===== config.mk =====
export PLATFORM = sky130hd
export DESIGN_NAME = up_down_counter_16bit
export DESIGN_NICKNAME = d
export VERILOG_FILES = /design/src/rtl/up_down_counter_16bit.sv
export SDC_FILE = /design/constraint.sdc
export NUM_CORES = 1
export LEC_CHECK = 0
export CAP_MARGIN = 5
export CORE_ASPECT_RATIO = 1.1
export CORE_UTILIZATION = 48
export CTS_CLUSTER_DIAMETER = 200
export DETAILED_ROUTE_END_ITERATION = 8
export PLACE_DENSITY = 0.87
export SYNTH_ARGS = -nofsm -noshare
export SYNTH_HDL_FRONTEND = slang
export SYNTH_SLANG_ARGS = --single-unit
export TNS_END_PERCENT = 1

===== constraint.sdc =====
create_clock -name clk -period 2.4 [get_ports clk]
set_clock_uncertainty 0.05 [all_clocks]
set_input_delay 0.24 -clock clk [delete_from_list [all_inputs] [get_ports clk]]
set_output_delay 0.24 -clock clk [all_outputs]
set_load 0.1 [all_outputs]

===== src/rtl/up_down_counter_16bit.sv =====
// Loadable up/down counter with synchronous reset.
// Priority per edge: reset, then parallel load, then count, then hold.
module up_down_counter_16bit #(
    parameter int WIDTH = 16
) (
    input  logic             clk,
    input  logic             rst_,
    input  logic             ld_cnt,
    input  logic             updn_cnt,
    input  logic             count_enb,
    input  logic [WIDTH-1:0] data_in,
    output logic [WIDTH-1:0] data_out
);

    logic [WIDTH-1:0] count_q;
    logic [WIDTH-1:0] count_d;

    // Each control is compared against an explicit level, so an unknown
    // control falls through to hold instead of acting as asserted.
    always_comb begin
        count_d = count_q;
        if (ld_cnt == 1'b0) begin
            count_d = data_in;
        end else if (ld_cnt == 1'b1 && count_enb == 1'b1) begin
            if (updn_cnt == 1'b1) begin
                count_d = count_q + {{(WIDTH-1){1'b0}}, 1'b1};
            end else if (updn_cnt == 1'b0) begin
                count_d = count_q - {{(WIDTH-1){1'b0}}, 1'b1};
            end
        end
    end

    always_ff @(posedge clk) begin
        if (rst_ == 1'b1) begin
            count_q <= '0;
        end else begin
            count_q <= count_d;
        end
    end

    assign data_out = count_q;

endmodule


==> impl_metrics.ini <==
[floorplan]
boundaryPins = 37
rows = 20
die_h_um = 58.8
die_area_um2 = 3150
core_um2 = 2780
die_x_um = 53.6
initial_core_util_pct = 50.6

[finish]
stdcell_count = 280
final_util_pct = 74.4
final_cell_mix = buf_4, clkdlybuf4s50_1, nor2_1
n_antenna_cell = 0
mostFrequentLayoutCell = buf_4
synthToLayoutAreaGrowth_pct = 47.0
layout.nets = 284
design_area_um2 = 2070
drive_gt1_share_pct = 30.0
largest_reg_flops = 16

[job]
cap_violations = 0

[drt]
drt-vias-per-instance = 5.73
ant_nets = 0
vias = 1603
drc = 0
drt-pass1-iter-count = 4
drt_wl_total_um = 4020
drtIter0Drc = 55
avgRoutedWirePerCell_um = 14.4

[synth]
synth_edf_count = 0
syn_avg_cell_area_um2 = 7.81
synth_nets = 216
ys_seq_elements = 16
synth_ff_type = dfxtp_1
seq_area_frac_synth_pct = 22.8
yosysUniqueCellTypes = 43
netlist_instances = 180
yosysWarnings = 0
async_reset_ff_share_pct = 0
syn_area_um2 = 1410

[clock_network]
cts_root_buf = clkbuf_4
cts_tree = done
clock_sinks = 16
insertion_delay_ns = 0.31
cts_buffers = 3
hold_buffers = 0
path_clk_slew_ns = 0.11
clockBufferDepth = 2
htreeDepth = 1

[grt]
track_usage_pct = 28.4
antenna_found_initial = 0
grt_pass1_vias = 1573
grt_pass1_wl_um = 6600
grt_max_degree = 17
grt_overflow = 0

[power_and_ir_drop]
power_density_nw_per_um2 = 596
power_mw = 1.23
peakVddDrop_uv = 494
p_leak_nw = 0.924

[outcome]
status = finished, final reports clean

[sta]
slew_viol_final = 0
whs_ns = 0.451
setup_tns_ns = 0
slew_headroom_pct = 76.2
period_share_pct = 93.4
fin_crit_ns = 2.24
finalSetupViolCount = 0
layout_setup_ws_ns = 0.159
fmax_ghz = 0.446
rsz0062_at_grt = no
hold_violations = 0
tightest_slew_ns = 0.356

[placed_design]
place_inst = 276
gp_congestion = 0.899
pre_cts_ws_ns = -0.167
hpwl_um = 3140
io_buffers = 36
placed_area_um2 = 2020

[critical_path]
cpMostUsedCell = buf_4
crit_chain = clkdlybuf4s50_1 > buf_4 > fa_1 > and2b_1 > o211ai_1 > a31oi_1 > buf_4 > o21ai_0 > xor2_1 > o22ai_1
worst_setup_path_start_kind = input port
crit_arrival_ns = 2.41
critPathMaxStageDelay_ns = 0.45
endpoint_kind = register
crit_required_ns = 2.57
worst-path-max-fanout = 4
crit_type = input port to register
crit_path_top_delay_cell = fa_1

[hold_path]
min_path_type = input port to register
-- final cells by class --
| type | instances | area (µm²) |
|---|---|---|
| flip-flops and latches | 16 | 332 |
| well taps | 33 | 41.3 |
| multi-input cells | 148 | 1030 |
| repair buffers | 74 | 609 |
| clock buffers | 4 | 36.3 |
| inverters | 5 | 18.8 |
| fillers | 206 | 711 |
-- worst max-delay path: cells and delay by family --
kind                     cells  cell delay, ns
buffers and inverters        3            0.76
AO/OA/AOI/OAI                4            0.57
adder cells (fa/ha/maj)      1            0.45
AND/OR/NAND/NOR              1            0.24
XOR/XNOR                     1            0.16
-- Yosys cell counts, types with 2 or more instances --
master / number / area, µm²
a211oi_1: 7 / 52.6
a21oi_1: 18 / 90.1
a31oi_1: 3 / 18.8
a41oi_1: 2 / 17.5
and2_1: 2 / 12.5
buf_2: 2 / 10.0
clkbuf_1: 8 / 30.0
dfxtp_1: 16 / 320
ha_1: 14 / 175
inv_1: 4 / 15.0
mux2i_1: 7 / 70.1
nand2_1: 16 / 60.1
nand3_1: 4 / 20.0
nand3b_1: 2 / 15.0
nor2_1: 19 / 71.3
nor3_1: 2 / 10.0
o211ai_1: 3 / 22.5
o21a_1: 2 / 15.0
o21ai_0: 6 / 30.0
o22ai_1: 7 / 43.8
xnor2_1: 11 / 96.3
xor2_1: 4 / 35.0
-- cell families after synthesis --
logic type	synth area share, %
buffers and inverters	4.45
AO/OA/AOI/OAI	27.8
flip-flops	22.8
XOR/XNOR	9.34
multiplexers	4.98
adder cells (fa/ha/maj)	13.9
AND/OR/NAND/NOR	16.7
-- final timing paths --
| check | cells after the start | from | slack, ns | end |
|---|---|---|---|---|
| min | 3 | data_in[4] | 0.45 | data_out[4] |
| max reg2reg | 9 | data_out[0] | 0.24 | data_out[12] |
| max | 10 | updn_cnt | 0.16 | data_out[12] |
| min reg2reg | 2 | data_out[2] | 0.53 | data_out[2] |
-- timing repair --
item,4_1_cts,5_1_grt
endpoints found under the setup margin,0,2
gates resized for setup,0,4
setup buffers,0,0
-- power breakdown --
group          internal [mW]  total (mW)  switching, mW
sequential             0.296       0.323         0.0276
clock                 0.0927       0.191         0.0978
combinational          0.293       0.718          0.425
-- layer usage --
layer | global-route usage [%] | up-vias | wire (µm)
met1 | 32.2 | 739 | 1700
li1 | - | 795 | -
met2 | 50.9 | 58 | 2040
met4 | 14.3 | 0 | 110
met3 | 3.10 | 11 | 168
met5 | 0 | - | 0
Power figures use the tool's default switching activity.
